**src/rtl/tpp_pkg.sv**
```systemverilog
// rtl/tpp_pkg.sv - shared states, symbol ranks and default constants for the TPP encoder (TPP_ENC_EOF_EN adds ST_EOF)
package tpp_pkg;

    localparam int DELIM_LEN_DEF = 24;
    localparam int LOW_W_DEF     = 6;
    localparam int EOF_LEN_DEF   = 320;
    localparam int TCAL2_MIN     = 8;

    typedef enum logic [2:0] {
        ST_IDLE,
        ST_DELIM,
        ST_TCAL1,
        ST_TCAL2,
        ST_DATA
`ifdef TPP_ENC_EOF_EN
        ,
        ST_EOF
`endif
    } tpp_state_t;

    // Line shape the segment timer produces while counting.
    typedef enum logic [1:0] {
        SEG_SHAPE,
        SEG_LOW,
        SEG_HIGH
    } seg_mode_t;

    // Gray ordering of the 2-bit data codes onto length ranks.
    function automatic logic [1:0] code_rank(input logic [1:0] code);
        case (code)
            2'b00:   return 2'd0;
            2'b01:   return 2'd1;
            2'b11:   return 2'd2;
            default: return 2'd3;
        endcase
    endfunction

endpackage

```
**src/rtl/tpp_encoder_if.sv**
```systemverilog
// rtl/tpp_encoder_if.sv - symbol stream handshake between command assembly and the TPP encoder
interface tpp_encoder_if;
    logic [1:0] sym_data;
    logic       sym_valid;
    logic       sym_last;
    logic       sym_ready;

    modport master (
        output sym_data,
        output sym_valid,
        output sym_last,
        input  sym_ready
    );

    modport slave (
        input  sym_data,
        input  sym_valid,
        input  sym_last,
        output sym_ready
    );
endinterface

```
**src/rtl/tpp_seg_timer.sv**
```systemverilog
// rtl/tpp_seg_timer.sv - segment down-counter that shapes the TPP line and flags the segment's last cycle
module tpp_seg_timer
    import tpp_pkg::*;
#(
    parameter int LOW_W = LOW_W_DEF
) (
    input  logic       dec_clk,
    input  logic       rst_n,
    input  logic       ld,
    input  logic [9:0] ld_len,
    input  seg_mode_t  ld_mode,
    input  logic       clr,
    output logic       dout,
    output logic       seg_last,
    output logic       seg_pre
);

    localparam logic [9:0] LOW_W10 = 10'(LOW_W);

    logic [9:0] cnt;
    seg_mode_t  mode;

    // Line level for a given remaining count: high until the final LOW_W cycles.
    function automatic logic shape(input seg_mode_t m, input logic [9:0] n);
        case (m)
            SEG_LOW:  return 1'b0;
            SEG_HIGH: return 1'b1;
            default:  return (n > LOW_W10);
        endcase
    endfunction

    // Clear to idle-high, load a new segment, or count down; dout follows the next count.
    always_ff @(posedge dec_clk or negedge rst_n) begin
        if (!rst_n) begin
            cnt  <= '0;
            mode <= SEG_HIGH;
            dout <= 1'b1;
        end else if (clr) begin
            cnt  <= '0;
            mode <= SEG_HIGH;
            dout <= 1'b1;
        end else if (ld) begin
            cnt  <= ld_len;
            mode <= ld_mode;
            dout <= shape(ld_mode, ld_len);
        end else if (cnt != '0) begin
            cnt  <= cnt - 10'd1;
            dout <= shape(mode, cnt - 10'd1);
        end
    end

    assign seg_last = (cnt == 10'd1);
    assign seg_pre  = (cnt == 10'd2);

endmodule

```
**src/rtl/tpp_encoder.sv**
```systemverilog
// rtl/tpp_encoder.sv - TPP frame transmitter: delimiter, Tcal1, Tcal2, 2-bit data symbols (TPP_ENC_EOF_EN adds EOF hold)
module tpp_encoder
    import tpp_pkg::*;
#(
    parameter int DELIM_LEN = DELIM_LEN_DEF,
    parameter int LOW_W     = LOW_W_DEF
`ifdef TPP_ENC_EOF_EN
    ,
    parameter int EOF_LEN   = EOF_LEN_DEF
`endif
) (
    input  logic         dec_clk,
    input  logic         rst_n,
    input  logic         start,
    input  logic [8:0]   tcal1,
    input  logic [8:0]   tcal2,
    input  logic         abort,
    tpp_encoder_if.slave sym,
    output logic         dout,
    output logic         busy,
    output logic         done,
    output logic         err
);

    localparam logic [8:0] LOW_W9     = 9'(LOW_W);
    localparam logic [8:0] TCAL2_MIN9 = 9'(TCAL2_MIN);
    localparam logic [9:0] DELIM10    = 10'(DELIM_LEN);
`ifdef TPP_ENC_EOF_EN
    localparam logic [9:0] TAIL_LEN   = 10'(EOF_LEN);
`else
    localparam logic [9:0] TAIL_LEN   = 10'd1;
`endif

    tpp_state_t state;
    logic [8:0] tcal1_r;
    logic [8:0] tcal2_r;
    logic       last_r;
    logic       tail_r;

    logic       cfg_ok;
    logic       abort_act;
    logic       fetch_next;
    logic [9:0] base;
    logic [9:0] step;
    logic [9:0] sym_len;

    logic       tmr_ld;
    logic       tmr_clr;
    logic [9:0] tmr_len;
    seg_mode_t  tmr_mode;
    logic       seg_last;
    logic       seg_pre;

    assign cfg_ok    = (tcal2 >= TCAL2_MIN9) && (tcal1 > tcal2) && (tcal2 > LOW_W9);
    assign abort_act = abort && (state != ST_IDLE);

    // Data symbols sit between the decoder pivots: base plus rank steps of tcal2/4.
    assign base    = {3'b000, tcal1_r[8:2]} + {4'b0000, tcal2_r[8:3]};
    assign step    = {3'b000, tcal2_r[8:2]};
    assign sym_len = base + step * {8'd0, code_rank(sym.sym_data)};

    // The next cycle is a fetch cycle when a symbol-requesting segment is one count from its end.
    assign fetch_next = seg_pre && ((state == ST_TCAL2) ||
                                    ((state == ST_DATA) && !last_r && !tail_r));

    // Segment timer commands derived from the current state and segment end.
    always_comb begin
        tmr_ld   = 1'b0;
        tmr_clr  = 1'b0;
        tmr_len  = '0;
        tmr_mode = SEG_SHAPE;
        if (abort_act) begin
            tmr_clr = 1'b1;
        end else begin
            case (state)
                ST_IDLE: begin
                    if (start && cfg_ok) begin
                        tmr_ld   = 1'b1;
                        tmr_len  = DELIM10;
                        tmr_mode = SEG_LOW;
                    end
                end
                ST_DELIM: begin
                    if (seg_last) begin
                        tmr_ld  = 1'b1;
                        tmr_len = {1'b0, tcal1_r};
                    end
                end
                ST_TCAL1: begin
                    if (seg_last) begin
                        tmr_ld  = 1'b1;
                        tmr_len = {1'b0, tcal2_r};
                    end
                end
                ST_TCAL2: begin
                    if (seg_last) begin
                        tmr_ld  = sym.sym_valid;
                        tmr_clr = !sym.sym_valid;
                        tmr_len = sym_len;
                    end
                end
                ST_DATA: begin
                    if (seg_last) begin
                        if (tail_r) begin
                            tmr_clr = 1'b1;
                        end else if (last_r) begin
                            tmr_ld   = 1'b1;
                            tmr_len  = TAIL_LEN;
                            tmr_mode = SEG_HIGH;
                        end else begin
                            tmr_ld  = sym.sym_valid;
                            tmr_clr = !sym.sym_valid;
                            tmr_len = sym_len;
                        end
                    end
                end
`ifdef TPP_ENC_EOF_EN
                ST_EOF: begin
                    if (seg_last) begin
                        tmr_clr = 1'b1;
                    end
                end
`endif
                default: tmr_clr = 1'b1;
            endcase
        end
    end

    tpp_seg_timer #(
        .LOW_W (LOW_W)
    ) u_seg_timer (
        .dec_clk  (dec_clk),
        .rst_n    (rst_n),
        .ld       (tmr_ld),
        .ld_len   (tmr_len),
        .ld_mode  (tmr_mode),
        .clr      (tmr_clr),
        .dout     (dout),
        .seg_last (seg_last),
        .seg_pre  (seg_pre)
    );

    // Frame sequencer with registered busy/done/err/sym_ready; abort overrides everything.
    always_ff @(posedge dec_clk or negedge rst_n) begin
        if (!rst_n) begin
            state         <= ST_IDLE;
            busy          <= 1'b0;
            done          <= 1'b0;
            err           <= 1'b0;
            sym.sym_ready <= 1'b0;
            tcal1_r       <= '0;
            tcal2_r       <= '0;
            last_r        <= 1'b0;
            tail_r        <= 1'b0;
        end else begin
            done          <= 1'b0;
            err           <= 1'b0;
            sym.sym_ready <= 1'b0;
            if (abort_act) begin
                state  <= ST_IDLE;
                busy   <= 1'b0;
                tail_r <= 1'b0;
            end else begin
                sym.sym_ready <= fetch_next;
                case (state)
                    ST_IDLE: begin
                        if (start) begin
                            if (cfg_ok) begin
                                tcal1_r <= tcal1;
                                tcal2_r <= tcal2;
                                last_r  <= 1'b0;
                                tail_r  <= 1'b0;
                                busy    <= 1'b1;
                                state   <= ST_DELIM;
                            end else begin
                                err <= 1'b1;
                            end
                        end
                    end
                    ST_DELIM: if (seg_last) state <= ST_TCAL1;
                    ST_TCAL1: if (seg_last) state <= ST_TCAL2;
                    ST_TCAL2: begin
                        if (seg_last) begin
                            if (sym.sym_valid) begin
                                last_r <= sym.sym_last;
                                state  <= ST_DATA;
                            end else begin
                                err   <= 1'b1;
                                busy  <= 1'b0;
                                state <= ST_IDLE;
                            end
                        end
                    end
                    ST_DATA: begin
                        if (seg_last) begin
                            if (tail_r) begin
                                tail_r <= 1'b0;
                                done   <= 1'b1;
                                busy   <= 1'b0;
                                state  <= ST_IDLE;
                            end else if (last_r) begin
`ifdef TPP_ENC_EOF_EN
                                state  <= ST_EOF;
`else
                                tail_r <= 1'b1;
`endif
                            end else if (sym.sym_valid) begin
                                last_r <= sym.sym_last;
                            end else begin
                                err   <= 1'b1;
                                busy  <= 1'b0;
                                state <= ST_IDLE;
                            end
                        end
                    end
`ifdef TPP_ENC_EOF_EN
                    ST_EOF: begin
                        if (seg_last) begin
                            done  <= 1'b1;
                            busy  <= 1'b0;
                            state <= ST_IDLE;
                        end
                    end
`endif
                    default: begin
                        busy  <= 1'b0;
                        state <= ST_IDLE;
                    end
                endcase
            end
        end
    end

endmodule

```
**src/flat_wrapper.sv**
```systemverilog
// flat-port wrapper written by rule: the top's interface ports become plain ports
module tpp_encoder_flat import tpp_pkg::*;
#(
    parameter int DELIM_LEN = DELIM_LEN_DEF,
    parameter int LOW_W     = LOW_W_DEF

)
  (dec_clk, rst_n, start, tcal1, tcal2, abort, dout, busy, done, err, sym_sym_data, sym_sym_valid, sym_sym_last, sym_sym_ready);
  tpp_encoder_if sym_i ();
  input  logic dec_clk;
  input  logic rst_n;
  input  logic start;
  input  logic [8:0] tcal1;
  input  logic [8:0] tcal2;
  input  logic abort;
  output logic dout;
  output logic busy;
  output logic done;
  output logic err;
  input wire logic [$bits(sym_i.sym_data)-1:0] sym_sym_data;
  input wire logic [$bits(sym_i.sym_valid)-1:0] sym_sym_valid;
  input wire logic [$bits(sym_i.sym_last)-1:0] sym_sym_last;
  output wire logic [$bits(sym_i.sym_ready)-1:0] sym_sym_ready;
  assign sym_i.sym_data = sym_sym_data;
  assign sym_i.sym_valid = sym_sym_valid;
  assign sym_i.sym_last = sym_sym_last;
  assign sym_sym_ready = sym_i.sym_ready;
  tpp_encoder #(.DELIM_LEN(DELIM_LEN), .LOW_W(LOW_W)) u_core (.dec_clk(dec_clk), .rst_n(rst_n), .start(start), .tcal1(tcal1), .tcal2(tcal2), .abort(abort), .sym(sym_i), .dout(dout), .busy(busy), .done(done), .err(err));
endmodule
```
**config.mk**
```make
export PLATFORM = sky130hd
export DESIGN_NAME = tpp_encoder_flat
export DESIGN_NICKNAME = d
export VERILOG_FILES = /design/src/rtl/tpp_pkg.sv /design/src/rtl/tpp_encoder_if.sv /design/src/rtl/tpp_seg_timer.sv /design/src/rtl/tpp_encoder.sv /design/src/flat_wrapper.sv
export SDC_FILE = /design/constraint.sdc
export NUM_CORES = 1
export LEC_CHECK = 0
export BUFFER_PORTS_ARGS = -buffer_cell sky130_fd_sc_hd__buf_4
export CORE_MARGIN = 2
export CORE_UTILIZATION = 35
export CTS_CLUSTER_DIAMETER = 120
export DETAILED_ROUTE_END_ITERATION = 6
export PLACE_DENSITY = 0.49
export SETUP_SLACK_MARGIN = 0.3
export SYNTH_ARGS = -nofsm -noshare
export SYNTH_HDL_FRONTEND = slang
export SYNTH_SLANG_ARGS = --single-unit
```
**constraint.sdc**
```tcl
create_clock -name dec_clk -period 4.7 [get_ports dec_clk]
set_input_delay 0.47 -clock dec_clk [delete_from_list [all_inputs] [get_ports dec_clk]]
set_output_delay 0.47 -clock dec_clk [all_outputs]
set_load 0.005 [all_outputs]
```
==> run_results.csv, run 1 <==
group,metric,value,unit
status,status,"complete, no violations",
detailed_routing,post_drt_wl_per_cell,15.9,um
clock_network,cts.repair.resized,0,
sta,finalHoldViolCount,0,
synth,avgSynthCellArea,8.33,um^2
finish,final_cell_mix,"58 x nand2_1, 38 x dfrtp_1, 35 x ha_1",
worst_hold_path,hold_path_class,"in2async",
placed_design,port_buffers,30,
floorplan,io_pins,31,
worst_setup_path,critPathRequiredTime,4900,ps
finish,final_common_cell,"nand2_1",
clock_network,cts_setup_buffers,0,
sta,period_share,77.9,%
placed_design,place_hpwl,7720,um
synth,synthCells,448,
synth,synth_top_flop_cell,"dfrtp_1",
grt,antenna_found_initial,0,
floorplan,die_h,107,um
finish,final_util,40.2,%
grt,grt_remaining_overflow,0,
finish,nets,533,
synth,async_flop_share,100,%
pwr,pwr-share-comb,68.4,%
clock_network,cts_tree,"built",
pwr,power.density,704,mW/mm^2
clock_network,cts_buffers,5,
detailed_routing,finalWirelength,9660,um
synth,yosysWarningCount,0,
sta,layout_min_cycle_time,3660,ps
pwr,power_frac_clock,8.3,%
pwr,power,0.00292,W
worst_setup_path,r2r_slack,1040,ps
pwr,p_switching,0.00143,W
synth,synth_fp_nets,512,
worst_setup_path,worst_ep_arrival_time,3860,ps
pwr,power_leakage,1.89,nW
clock_network,cts_root_buf,"clkbuf_8",
finish,area_growth,11.1,%
clock_network,clk_pin_slew,90,ps
sta,setup_slack,1040,ps
sta,maxSlewViolCount,0,
sta,tns,0,ps
detailed_routing,antenna_left,0,
synth,ys_types,69,
placed_design,place_congestion,0.797,
grt,grtUsageTotal,17.9,%
synth,synth.ff_latch_count,40,
detailed_routing,drcViolationCount,0,
pwr,p_seq_share,23.3,%
sta,setup_viol,0,
sta,max_freq,0.273,GHz
synth,netlist_area,0.00373,mm^2
worst_setup_path,critPathSlowestCell,"a2111oi_1",
worst_setup_path,rr_startpoint,"u_core.tcal2_r[3]",
worst_setup_path,path_cells,"ha_1 > fa_1 > a21oi_1 > nor2_1 > nor2_1 > xnor2_1 > ha_1 > and3_1 > a2111oi_1 > nor2b_1 > o2111ai_1 > nand3b_1 > nor4_1 > a22oi_1",
floorplan,coreArea,0.0103,mm^2
worst_setup_path,r2r_end,"u_core.u_seg_timer.dout",
sta,fin_skew,14.6,ps
floorplan,start_util,36.2,%
sta,tightest_slew,832,ps
clock_network,cts_hold_buf,0,
worst_setup_path,critPathLaunchType,"flip-flop",
finish,drive_above_1_share,12.1,%
worst_setup_path,cp-end-kind,"flip-flop",
sta,maxSlewHeadroom,44.4,%
placed_design,pre_cts_slack,837,ps
pwr,ir_drop,230,uV
floorplan,die-area,0.0115,mm^2
detailed_routing,detail_route.vias_per_cell,5.38,
finish,antennaDiodeCount,0,
floorplan,die_w,107,um
flow_run,maxCapViolCount,0,
finish,nFillCells,1086,
worst_setup_path,critPathMaxFanout,6,
floorplan,rows,37,
clock_network,h-tree-depth,2,
worst_setup_path,crit_type,"reg2reg",
sta,grt_setup_unrepaired,"no",
synth,synth_edf_count,0,
worst_setup_path,r2r_cells,14,
grt,grt_max_degree,41,
pwr,power.internal,0.00149,W
grt,grt_pass1_vias,3220,
detailed_routing,drt_iter0_drc,190,
grt,grt_pass1_wl,16400,um
clock_network,clkLatencyLatePin,300,ps
synth,yosysSeqAreaShare,26.9,%
detailed_routing,first_pass_iters,4,
detailed_routing,vias,3263,
worst_setup_path,critPathMaxStageDelay,580,ps
clock_network,clkSinkCount,40,
clock_network,cts_buffer_depth,2,
pwr,switching_share,49.1,%
==> cells in the mapped netlist (3+ instances only) <==
master	instances	area, um^2
nor4b_1	4	35.0
o22ai_1	3	18.8
a21oi_1	32	160
or2_2	3	18.8
and2_1	14	87.6
a211oi_1	12	90.1
buf_2	6	30.0
xnor2_1	17	149
fa_1	3	60.1
nor2b_1	4	25.0
a31oi_1	3	18.8
o211ai_1	3	22.5
nor4_1	7	43.8
a21o_1	6	45.0
or3_1	9	56.3
o31ai_1	3	22.5
o21ai_1	4	20.0
ha_1	35	438
nand3_1	8	40.0
nand2_1	58	218
mux2i_1	3	30.0
o21bai_1	7	52.6
nand2b_1	3	18.8
inv_1	22	82.6
a22oi_1	7	52.6
and3b_1	3	26.3
nor2_1	30	113
nor3_1	10	50.1
nor3b_1	3	22.5
nand3b_1	3	22.5
xor2_1	8	70.1
clkbuf_1	9	33.8
dfrtp_1	38	951
o21ai_0	22	110
==> flip-flops by register name (all words and copies together), names as in the netlist <==
register                 count
u_core.busy                  1
u_core.done                  1
u_core.err                   1
u_core.last_r                1
u_core.state                 3
u_core.sym.sym_ready         1
u_core.tail_r                1
u_core.tcal1_r               9
u_core.tcal2_r               9
u_core.u_seg_timer.cnt      10
u_core.u_seg_timer.dout      1
u_core.u_seg_timer.mode      2
==> layer usage <==
| metal | vias to the layer above | wire, um | part of all wire (%) | track usage (%) |
|---|---|---|---|---|
| met3 | 10 | 297 | 3.1 | 2.36 |
| li1 | 1670 | - | - | - |
| met1 | 1529 | 4690 | 49 | 24.5 |
| met5 | - | 0 | 0 | 0 |
| met2 | 54 | 4500 | 47 | 29.7 |
| met4 | 0 | 178 | 1.8 | 4.64 |
==> critical path, delay by kind of cell, from the launching register on <==
kind	cells	cell delay [ps]
flops	1	460
compound gates	4	1110
fa+ha+maj	3	970
xor+xnor	1	160
simple gates	6	860
==> cell families (layout without fill, tap and decap cells) <==
family                     count (synthesis)  count (layout)  synth area share, %
buffers and inverters                     40              62                 4.62
DFF                                       40              40                 26.9
xor gates and xnor gates                  25              25                 5.86
and+or+nand+nor                          178             178                 26.4
muxes                                      5               5                 1.41
AOI/OAI and AO/OA                        122             122                 21.5
adders and majority gates                 38              38                 13.3
==> metrics by stage <==
stage / hold slack, ps / cells / cell area, um^2
floorplan: 174 / 448 / 3730
global placement: 466 / 598 / 4050
detailed placement: 469 / 598 / 4050
CTS: 180 / 606 / 4150
global route: 197 / 606 / 4150
finish: 141 / 606 / 4150
==> power groups by stage <==
stage / Combinational, W / Sequential, W / Clock (W)
2_1_floorplan: 0.00162 / 0.000597 / 0
3_3_place_gp: 0.00199 / 0.000689 / 0
3_5_place_dp: 0.00199 / 0.000688 / 0
4_1_cts: 0.00200 / 0.000681 / 0.000250
5_1_grt: 0.00226 / 0.000706 / 0.000267
6_report: 0.00200 / 0.000682 / 0.000242
==> worst max-delay path by stage <==
stage / from / to / slack (ps) / cells past startpoint
after floorplan: sym_sym_data[1] / u_core.u_seg_timer.cnt[5] / 1310 / 13
after global placement: sym_sym_data[1] / u_core.u_seg_timer.cnt[5] / 960 / 14
after detailed placement: sym_sym_data[1] / u_core.u_seg_timer.dout / 840 / 15
after CTS: u_core.tcal2_r[3] / u_core.u_seg_timer.dout / 1070 / 14
after global routing: u_core.tcal2_r[3] / u_core.u_seg_timer.dout / 690 / 14
final: u_core.tcal2_r[3] / u_core.u_seg_timer.dout / 1040 / 14
==> cell type report <==
type                    instances  area (um^2)  share of cell area (%)
multi-input cells             368         2560                    61.7
flip-flops and latches         40         1000                    24.2
inverters                      22         82.6                    1.99
well taps                     136          170                    4.10
clock buffers                   7         86.3                    2.08
clock inverters                 1         7.51                   0.181
repair buffers                 32          240                    5.79
Power figures use the tool's default switching activity.
==> run 2, diff against run 1 <==
--- a/config.mk
+++ b/config.mk
@@ -5,12 +5,13 @@
 export SDC_FILE = /design/constraint.sdc
 export NUM_CORES = 1
 export LEC_CHECK = 0
+export ABC_AREA = 1
 export BUFFER_PORTS_ARGS = -buffer_cell sky130_fd_sc_hd__buf_4
 export CORE_MARGIN = 2
 export CORE_UTILIZATION = 35
 export CTS_CLUSTER_DIAMETER = 120
 export DETAILED_ROUTE_END_ITERATION = 6
-export PLACE_DENSITY = 0.49
+export PLACE_DENSITY = 0.51
 export SETUP_SLACK_MARGIN = 0.3
 export SYNTH_ARGS = -nofsm -noshare
 export SYNTH_HDL_FRONTEND = slang
==> constraint.sdc (replaced) <==
create_clock -name dec_clk -period 3.11 [get_ports dec_clk]
set_input_delay 0.311 -clock dec_clk [delete_from_list [all_inputs] [get_ports dec_clk]]
set_output_delay 0.311 -clock dec_clk [all_outputs]
set_load 0.005 [all_outputs]
==> run_results.csv, run 2 <==
group,metric,value,unit
synth,synth_commonest_cells,"121 x nand2_1, 76 x inv_1, 61 x nor2_1",
sta,period_share,95.0,%
synth,async_flop_share,100,%
synth,ys_types,44,
worst_setup_path,critPathMaxFanout,4,
sta,tightest_slew,536,ps
detailed_routing,post_drt_wl_per_cell,13.6,um
sta,layout_min_cycle_time,2960,ps
synth,yosysTopAreaCell,"dfrtp_1",
worst_setup_path,critPathMaxStageDelay,400,ps
detailed_routing,detail_route.vias_per_cell,4.88,
floorplan,start_util,36.1,%
worst_setup_path,path_cells,"ha_1 > fa_2 > nand3_2 > nand2_1 > nand2_1 > nand2_1 > a21oi_2 > xor2_1 > ha_1 > a21oi_1 > o21a_1 > nand2_1 > nand2_1 > nand2_1 > nand2_1 > nand3_1 > nor2_1 > nand4_1 > nand2_1 > a21oi_2",
finish,nFillCells,1102,
pwr,ir_drop,414,uV
grt,grtUsageTotal,17.4,%
synth,synth.ff_latch_count,40,
synth,synth_top_flop_cell,"dfrtp_1",
synth,synth_fa_ha_area_share,13.3,%
grt,grt_pass1_vias,3397,
sta,max_freq,0.338,GHz
pwr,power.internal,0.00259,W
floorplan,die-area,0.0116,mm^2
synth,synth_top_area_share,25.4,%
pwr,power_leakage,2.32,nW
placed_design,dp_cells,697,
sta,maxSlewViolCount,0,
placed_design,place_hpwl,7820,um
pwr,power_frac_clock,9.3,%
grt,grt_pass1_wl,16000,um
finish,regArea,0.00101,mm^2
synth,synth_edf_count,0,
pwr,switching_share,49.3,%
synth,netlist_area,0.00375,mm^2
finish,largestRegisters,"u_core.u_seg_timer.cnt: 10 flops, u_core.tcal1_r: 9 flops, u_core.tcal2_r: 9 flops",
worst_setup_path,critPathLaunchType,"flip-flop",
synth,yosysMostFrequentCell,"nand2_1",
worst_setup_path,cp-end-kind,"flip-flop",
sta,setup_viol,0,
placed_design,port_buffers,30,
synth,yosysSeqAreaShare,26.8,%
flow_run,maxCapViolCount,0,
finish,largest_register,"u_core.u_seg_timer.cnt",
status,violations,"negative hold slack",
finish,fin_area,0.00452,mm^2
synth,yosysWarningCount,0,
worst_setup_path,worst_ep_arrival_time,3180,ps
finish,largest_register_ffs,10,
synth,synthMuxAreaShare,0,%
floorplan,die_w,107,um
status,status,"complete, but fails checks",
detailed_routing,vias,3497,
floorplan,die_h,107,um
grt,grt_max_degree,41,
sta,maxSlewHeadroom,64.3,%
finish,multiInputGateArea,0.00252,mm^2
synth,yosys.area_share.simple,32.2,%
clock_network,clkSinkCount,40,
synth,avgSynthCellArea,7.07,um^2
sta,finalHoldViolCount,16,
placed_design,placed_cell_area,0.00420,mm^2
sta,grt_setup_unrepaired,"yes",
detailed_routing,drt_iter0_drc,203,
finish,final_cell_mix,"117 x nand2_1, 73 x inv_1, 58 x nor2_1",
synth,synth-xor-area-share,4.67,%
detailed_routing,drcViolationCount,0,
clock_network,clkLatencyLatePin,300,ps
worst_hold_path,hold_path_class,"in2async",
worst_setup_path,cpMostUsedCell,"nand2_1",
sta,fin_skew,9.90,ps
pwr,pwr-share-comb,71.7,%
pwr,power.density,1130,mW/mm^2
finish,nets,644,
placed_design,place_congestion,0.849,
synth,synth-compound-area-share,13.5,%
clock_network,cts_hold_buf,0,
finish,antennaDiodeCount,0,
grt,grt_remaining_overflow,0,
clock_network,cts_buffer_depth,2,
worst_setup_path,crit_type,"reg2reg",
clock_network,clk_pin_slew,80,ps
synth,synth_fp_nets,594,
floorplan,io_pins,31,
synth,synthTopCellsByArea,"dfrtp_1 25%, nand2_1 12%, ha_1 12%, inv_1 7.6%, nor2_1 6.1%",
detailed_routing,first_pass_iters,4,
floorplan,coreArea,0.0104,mm^2
clock_network,cts_root_buf,"clkbuf_8",
clock_network,h-tree-depth,2,
pwr,p_switching,0.00252,W
synth,synthCells,530,
clock_network,cts_buffers,5,
pwr,p_seq_share,19.0,%
clock_network,cts_tree,"built",
synth,synth_top_family_by_area,"simple AND/OR/NAND/NOR gates",
detailed_routing,finalWirelength,9740,um
sta,hold_slack,-11.3,ps
finish,area_growth,20.7,%
finish,drive_above_1_share,21.9,%
detailed_routing,antenna_left,0,
finish,final_common_cell,"nand2_1",
worst_setup_path,critPathSlowestCell,"dfrtp_1",
floorplan,rows,37,
worst_setup_path,critPathRequiredTime,3340,ps
grt,antenna_found_initial,0,
finish,fin_cells,717,
## run 2: changes by cell type after synthesis, sizes merged, moves of 9 or more
cell    previous run  this run
nand2             58       129
inv               22        82
nor2              33        71
nand3              8        43
and2              15         0
xnor2             17         4
a211oi            12         3
or3                9         0
## run 2: worst max-delay path: cells and delay by family, from the launching register on
family | cells | cell delay, ps
flip-flops | 1 | 400
XOR/XNOR | 1 | 180
AO/OA/AOI/OAI | 4 | 520
AND/OR/NAND/NOR | 12 | 880
adder cells (fa/ha/maj) | 3 | 900
## run 2: final timing paths
| kind | cells past startpoint | to | slack, ps | from |
|---|---|---|---|---|
| worst max-delay path | 20 | u_core.u_seg_timer.dout | 150 | u_core.tcal2_r[3] |
| worst min-delay path | 1 | u_core.u_seg_timer.cnt[6] | -10 | rst_n |
| worst max register to register | 20 | u_core.u_seg_timer.dout | 150 | u_core.tcal2_r[3] |
| worst min register to register | 2 | u_core.busy | 470 | u_core.busy |
| max in group asynchronous | 1 | u_core.tcal2_r[5] | 2730 | rst_n |
| min in group dec_clk | 3 | u_core.tcal2_r[0] | 220 | tcal2[0] |
## run 2: repair_timing
action                                  in CTS  in global routing
gates resized for setup                     14                 21
pin swaps                                    7                 11
cloned                                       0                  0
endpoints found under the setup margin       7                  8
buffers inserted                             5                  7
## run 2: power groups by stage
stage                     combinational, W  sequential (W)  clock, W
after global routing               0.00411         0.00101  0.000508
final                              0.00367        0.000971  0.000475
after floorplan                    0.00241        0.000899         0
after global placement             0.00302        0.000967         0
after CTS                          0.00330        0.000970  0.000487
after detailed placement           0.00304        0.000970         0
## run 2: area by class of cell
cell class                      count  area share (%)
Clock buffer                        7            2.13
Clock inverter                      1           0.664
Inverter                           83            7.08
Multi-Input combinational cell    401            55.8
Sequential cell                    40            22.2
Tap cell                          136            3.76
Timing Repair Buffer               49            8.38
## run 2: metrics by stage
| stage | utilization (%) | hold WS [ps] | TNS, ps | setup WS, ps | total power, W |
|---|---|---|---|---|---|
| final | 43.6 | -11.3 | 0 | 155 | 0.00512 |
| after global routing | 43.6 | 27.3 | -166 | -108 | 0.00563 |
| after CTS | 42.5 | 4.18 | 0 | 132 | 0.00476 |
| after detailed placement | 40.5 | 332 | 0 | 18.6 | 0.00401 |
| after global placement | 40.5 | 344 | 0 | 45.8 | 0.00399 |
| after floorplan | - | 15.4 | 0 | 254 | 0.00331 |
## run 2: layer usage
metal,global-route usage [%],vias to the layer above,wire length [um]
li1,-,1824,-
met1,23.2,1606,4690
met2,29.4,59,4670
met3,2.24,8,262
met4,4.76,0,124
met5,0,-,0
## run 2: cell families (layout without fill, tap and decap cells)
family	Yosys count	in the layout
adders and majority gates	38	38
xor gates and xnor gates	20	20
buffers and inverters	89	140
AOI/OAI and AO/OA	83	83
and+or+nand+nor	260	260
DFF	40	40
